--- src/rtl/cpu_clk_ctrl.sv ---
`timescale 1ns/1ps
// cpu_clk_ctrl
// Produces a single-cycle CPU clock-enable (cpuEn) in one of four modes chosen
// by an asynchronous switch: manual step via a debounced push button, slow
// prescaled ticks, fast prescaled ticks, or every cycle. A mode change passes
// through a short settle period during which no enable is issued. No gated
// clock is produced; the CPU runs on clk and qualifies with cpuEn.
//
// Ports
//   clk        board clock, all logic on its rising edge
//   rstN       asynchronous active-low reset
//   clkSel     [1:0] mode switch (00 step, 01 slow, 10 fast, 11 full speed)
//   stepBtn    raw active-low step button, may bounce
//   cpuEn      registered CPU clock-enable, one clk cycle per CPU step
//   activeMode [1:0] mode currently driving cpuEn
//   settling   high while a mode change is being settled
//   enCnt      [15:0] count of cpuEn pulses (zero unless enabled below)
//
// Build option
//   CPU_CLK_STEP_CNT_EN  when defined, enCnt counts cpuEn cycles and wraps
//                        FFFF->0000; when undefined, enCnt is tied to zero.
module cpu_clk_ctrl #(
    parameter logic [23:0] DIV_SLOW  = 24'd5999999,
    parameter logic [23:0] DIV_FAST  = 24'd599999,
    parameter logic [15:0] DB_CYCLES = 16'd50000
) (
    input  logic        clk,
    input  logic        rstN,
    input  logic [1:0]  clkSel,
    input  logic        stepBtn,
    output logic        cpuEn,
    output logic [1:0]  activeMode,
    output logic        settling,
    output logic [15:0] enCnt
);

    typedef enum logic {
        RUN    = 1'b0,
        SETTLE = 1'b1
    } stateT;

    stateT       state;
    stateT       stateNext;
    logic [1:0]  selMeta;
    logic [1:0]  selSync;
    logic        btnMeta;
    logic        btnSync;
    logic        btnStable;
    logic        btnStableD;
    logic        stepReq;
    logic [15:0] dbCnt;
    logic [23:0] presc;
    logic [23:0] prescNext;
    logic [23:0] termCnt;
    logic        tick;
    logic [1:0]  settleCnt;
    logic [1:0]  settleCntNext;
    logic [1:0]  pendSel;
    logic [1:0]  pendSelNext;
    logic [1:0]  activeModeNext;
    logic        cpuEnNext;

    // Two-flop synchronizers; the button idles high (released).
    always_ff @(posedge clk or negedge rstN) begin
        if (!rstN) begin
            selMeta <= 2'b00;
            selSync <= 2'b00;
            btnMeta <= 1'b1;
            btnSync <= 1'b1;
        end else begin
            selMeta <= clkSel;
            selSync <= selMeta;
            btnMeta <= stepBtn;
            btnSync <= btnMeta;
        end
    end

    // Debounce: the stable value only follows the synced button after
    // DB_CYCLES consecutive disagreeing cycles. A press (stable 1->0) is
    // turned into one registered step request; releases and holds give none.
    always_ff @(posedge clk or negedge rstN) begin
        if (!rstN) begin
            dbCnt      <= 16'd0;
            btnStable  <= 1'b1;
            btnStableD <= 1'b1;
            stepReq    <= 1'b0;
        end else begin
            btnStableD <= btnStable;
            stepReq    <= btnStableD & ~btnStable;
            if (btnSync == btnStable) begin
                dbCnt <= 16'd0;
            end else if (dbCnt == DB_CYCLES - 16'd1) begin
                btnStable <= btnSync;
                dbCnt     <= 16'd0;
            end else begin
                dbCnt <= dbCnt + 16'd1;
            end
        end
    end

    // Terminal count follows the loaded mode, not the raw switch.
    assign termCnt  = (activeMode == 2'b10) ? DIV_FAST : DIV_SLOW;
    assign tick     = (presc == termCnt);
    assign settling = (state == SETTLE);

    // Next-state logic. The settle counter restarts whenever the synced
    // switch moves, so only a switch value held for four cycles is loaded.
    // Loading mode 11 raises cpuEn on the load edge so full speed starts in
    // the very first RUN cycle.
    always_comb begin
        stateNext      = state;
        settleCntNext  = settleCnt;
        pendSelNext    = pendSel;
        activeModeNext = activeMode;
        prescNext      = presc;
        cpuEnNext      = 1'b0;
        unique case (state)
            RUN: begin
                if (selSync != activeMode) begin
                    stateNext     = SETTLE;
                    settleCntNext = 2'd0;
                    pendSelNext   = selSync;
                    prescNext     = 24'd0;
                end else begin
                    unique case (activeMode)
                        2'b00: cpuEnNext = stepReq;
                        2'b01,
                        2'b10: begin
                            cpuEnNext = tick;
                            prescNext = tick ? 24'd0 : presc + 24'd1;
                        end
                        default: cpuEnNext = 1'b1;
                    endcase
                end
            end
            SETTLE: begin
                prescNext = 24'd0;
                if (selSync != pendSel) begin
                    pendSelNext   = selSync;
                    settleCntNext = 2'd0;
                end else if (settleCnt == 2'd3) begin
                    stateNext      = RUN;
                    activeModeNext = pendSel;
                    cpuEnNext      = (pendSel == 2'b11);
                end else begin
                    settleCntNext = settleCnt + 2'd1;
                end
            end
            default: stateNext = RUN;
        endcase
    end

    // State and datapath registers.
    always_ff @(posedge clk or negedge rstN) begin
        if (!rstN) begin
            state      <= RUN;
            settleCnt  <= 2'd0;
            pendSel    <= 2'b00;
            activeMode <= 2'b00;
            presc      <= 24'd0;
            cpuEn      <= 1'b0;
        end else begin
            state      <= stateNext;
            settleCnt  <= settleCntNext;
            pendSel    <= pendSelNext;
            activeMode <= activeModeNext;
            presc      <= prescNext;
            cpuEn      <= cpuEnNext;
        end
    end

`ifdef CPU_CLK_STEP_CNT_EN
    logic [15:0] enCntQ;

    // Free-running pulse counter; natural 16-bit wrap.
    always_ff @(posedge clk or negedge rstN) begin
        if (!rstN) begin
            enCntQ <= 16'h0000;
        end else begin
            enCntQ <= enCntQ + {15'd0, cpuEn};
        end
    end

    assign enCnt = enCntQ;
`else
    assign enCnt = 16'h0000;
`endif

endmodule

--- config.mk ---
export PLATFORM = sky130hd
export DESIGN_NAME = cpu_clk_ctrl
export DESIGN_NICKNAME = d
export VERILOG_FILES = /design/src/rtl/cpu_clk_ctrl.sv
export SDC_FILE = /design/constraint.sdc
export NUM_CORES = 1
export LEC_CHECK = 0
export CORE_ASPECT_RATIO = 0.9
export CORE_MARGIN = 2
export CORE_UTILIZATION = 50
export DETAILED_ROUTE_END_ITERATION = 16
export GPL_TIMING_DRIVEN = 0
export MAX_ROUTING_LAYER = met4
export PLACE_DENSITY = 0.7
export SKIP_LAST_GASP = 1
export SLEW_MARGIN = 20
export SYNTH_ARGS = -nofsm -noshare
export SYNTH_HDL_FRONTEND = slang
export SYNTH_SLANG_ARGS = --single-unit
--- constraint.sdc ---
create_clock -name clk -period 2.87 [get_ports clk]
set_clock_uncertainty 0.05 [all_clocks]
set_input_delay 0.287 -clock clk [delete_from_list [all_inputs] [get_ports clk]]
set_output_delay 0.287 -clock clk [all_outputs]
set_load 0.02 [all_outputs]
==> metrics.csv <==
metric,value,unit
status,finished clean,
CP max stage cell,dfrtp_1,
Synth Area in Compound Gates,5.68,%
WS Path Type,reg -> reg,
worst-path fanout max,10,
crit path capture type,flip-flop,
Syn. warnings,0,
vias in the first global route,2198,
hpwl dp,3.89,mm
share of the synthesized area in the top cell type,44.9,%
drt first pass iters,4,
# DRC,0,
Worst Hold Class,reg -> reg,
unrepaired setup endpoints after global routing,false,
Mapped Cells,309,
Int Power,1.30,mW
Power per Cell Area,509,nW/um2
via count,2196,
TritonCTS clock tree,yes,
Final nets,355,
TritonCTS buffer count,9,
total power,1.72,mW
"non-filler cells, final",419,
Synth area leader,dfrtp_1,
All-Layer GR Usage,19.1,%
CTS Root Cell,clkbuf_8,
sequential power share,48.8,%
number of synthesized flops with an enable pin,0,
Horiz. Die Dim,85.0,um
worst vdd ir,0.291,mV
filler instances,491,
share of layout cells above drive strength 1,12.3,%
critical-path cell list,inv_1 > ha_1 > nor4b_1 > o2bb2ai_1 > nand4_1 > o21ai_0 > clkbuf_1 > nor2_1,
leakage dissipation,1.40,nW
largest net degree at the start of global routing,58,
hold slack,0.288,ns
htree depth,3,
cell row count,26,
Rel. slew slack,53.8,%
dominant cell by count in the synthesized netlist,dfrtp_1,
met3 routed WL,221,um
sequential share of the synthesized area,48.5,%
main combinational cell family by area after synthesis,simple AND/OR/NAND/NOR gates,
max incr delay on CP,0.44,ns
max cap viols,0,
clock share of power,42.2,%
first-pass GRT wire length,9.70,mm
Layout area overhead,14.3,%
xor and xnor fraction of the mapped netlist area,10.1,%
max-slew violation count,0,
Inserted Diodes,0,
Area contributors post-synth,"dfrtp_1 45%, nor2_1 5.3%, xnor2_1 5.0%, xor2_1 5.0%, nand2_1 4.4%",
Die ar.,6540,um2
routability cong.,0.836,
DIE HEIGHT,76.9,um
mux contribution to synthesized area,1.48,%
starting DRC count in detailed routing,112,
ys flop type,dfrtp_1,
Worst Tran Pin Value,0.693,ns
ys async rst share,100,%
Gate power share,9.0,%
Commonest cells post-synth,"53 x dfrtp_1, 42 x nor2_1, 35 x nand2_1",
Worst Setup Start Kind,flip-flop,
"FF+latch count, synth",57,
setup tns final,0,ns
CTS Sinks,57,
Setup-failing EPs final,0,
initial core utilization,51.9,%
Synth Cell Area,2950,um2
pre-CTS setup slack,0.466,ns
drt wl/cell,13.3,um
Mean Syn Cell Area,9.56,um2
deepest clock path buffer count,2,
post-route cell area,3370,um2
"Period Utilization, post-route",83.3,%
Detail Route met2 WL,2.70,mm
Port-buffer cells,8,
final hold vios,0,
Crit path arrival time,2.54,ns
Final Core Density,59.3,%
Routed WL,5.55,mm
Switching Power,420,uW
Core ar.,5690,um2
Max Clk Rate,419,MHz
clk_lat worst skew,0.34,ns
clk slew on worst S/H paths,0.07,ns
Post-Route M1 WL,2.57,mm
Synth cell types,44,
Final min period,2.39,ns
CP required,3.02,ns
placement-stage cell area,3170,um2
post-synthesis simple-gate area fraction,25.4,%
initial antenna violation count,0,
Sw Share,24.4,%
Post-CTS Setup Bufs,0,
global route overflow,0,
dpl cells,402,
Antenna Nets Post-Route,0,
highest metal used,met4,
Post-Synth Adder-Cell Area,2.54,%
Avg Vias per Cell,5.24,
Final WS setup,0.481,ns
num ports,25,
[registers in the layout (all words and copies together) (netlist names), 2 cells and up]
register,count
pendSel,2
settleCnt,2
selSync,2
dbCnt,16
selMeta,2
presc,24
activeMode,2
[cell families after synthesis]
| logic type | after synthesis |
|---|---|
| simple gates | 149 |
| flops | 57 |
| xor+xnor | 34 |
| buf+inv | 32 |
| compound gates | 26 |
| fa+ha+maj | 6 |
| mux | 4 |
| other cells | 1 |
[power groups by stage]
stage / clock, mW / combinational (mW) / sequential (mW)
after floorplan: 0 / 0.100 / 0.853
after global placement: 0 / 0.153 / 0.851
after detailed placement: 0 / 0.154 / 0.852
after CTS: 0.751 / 0.155 / 0.838
after global routing: 0.786 / 0.173 / 0.840
final: 0.725 / 0.154 / 0.839
[worst max-delay path, delay by kind of cell, from the launching register on]
| family | cells | cell delay [ns] |
|---|---|---|
| AOI/OAI and AO/OA | 2 | 0.45 |
| adders and majority gates | 1 | 0.23 |
| DFF | 1 | 0.44 |
| buffers and inverters | 2 | 0.52 |
| and+or+nand+nor | 3 | 0.55 |
[cell type report]
class	instances	area (um2)	area share [%]
tap	70	87.6	2.60
sequential	57	1430	42.4
timing repair buffer	9	87.6	2.60
inverter	6	22.5	0.667
clock inverter	4	45.0	1.33
buffer	26	160	4.75
multi-input combinational	235	1400	41.3
clock buffer	12	145	4.30
[final timing paths]
check                                   start    endpoint  slack [ns]  cells after the start
worst min register to register     selMeta[0]  selSync[0]        0.29                      0
max in group asynchronous                rstN    dbCnt[8]        1.81                      2
worst max register to register  activeMode[0]   presc[14]        0.48                      8
worst max-delay path            activeMode[0]   presc[14]        0.48                      8
min in group asynchronous                rstN   presc[17]        0.49                      2
worst min-delay path               selMeta[0]  selSync[0]        0.29                      0
[metal layers]
layer / global-route usage (%) / up-vias
met5: - / -
met3: 7.00 / 7
li1: - / 1107
met1: 22.6 / 1046
met4: 5.71 / 0
met2: 30.5 / 36
[cells in the final DEF, fill, tap and decap left out, types with 4 or more instances in the layout]
| cell | netlist | routed |
|---|---|---|
| dfrtp_1 | 53 | 53 |
| nor2_1 | 42 | 42 |
| nand2_1 | 35 | 35 |
| xor2_1 | 17 | 17 |
| xnor2_1 | 17 | 17 |
| buf_4 | 16 | 17 |
| conb_1 | 1 | 16 |
| nand3_1 | 15 | 15 |
| nand4_1 | 10 | 10 |
| clkbuf_1 | 8 | 10 |
| clkbuf_8 | 0 | 10 |
| nor3_1 | 9 | 9 |
| clkdlybuf4s50_1 | 0 | 7 |
| and3_1 | 6 | 6 |
| inv_1 | 6 | 6 |
| a21oi_1 | 6 | 6 |
| o21ai_0 | 6 | 6 |
| ha_1 | 6 | 6 |
| or3_1 | 5 | 5 |
| nor4_1 | 4 | 4 |
| o211ai_1 | 4 | 4 |
| a31oi_1 | 4 | 4 |
| dfstp_2 | 4 | 4 |
[timing repair]
item / 4_1_cts / 5_1_grt
resized for setup: 0 / 0
hold buffers: 1 / 0
hold endpoints to repair: 53 / 0
(Power assumes the default switching activity.)
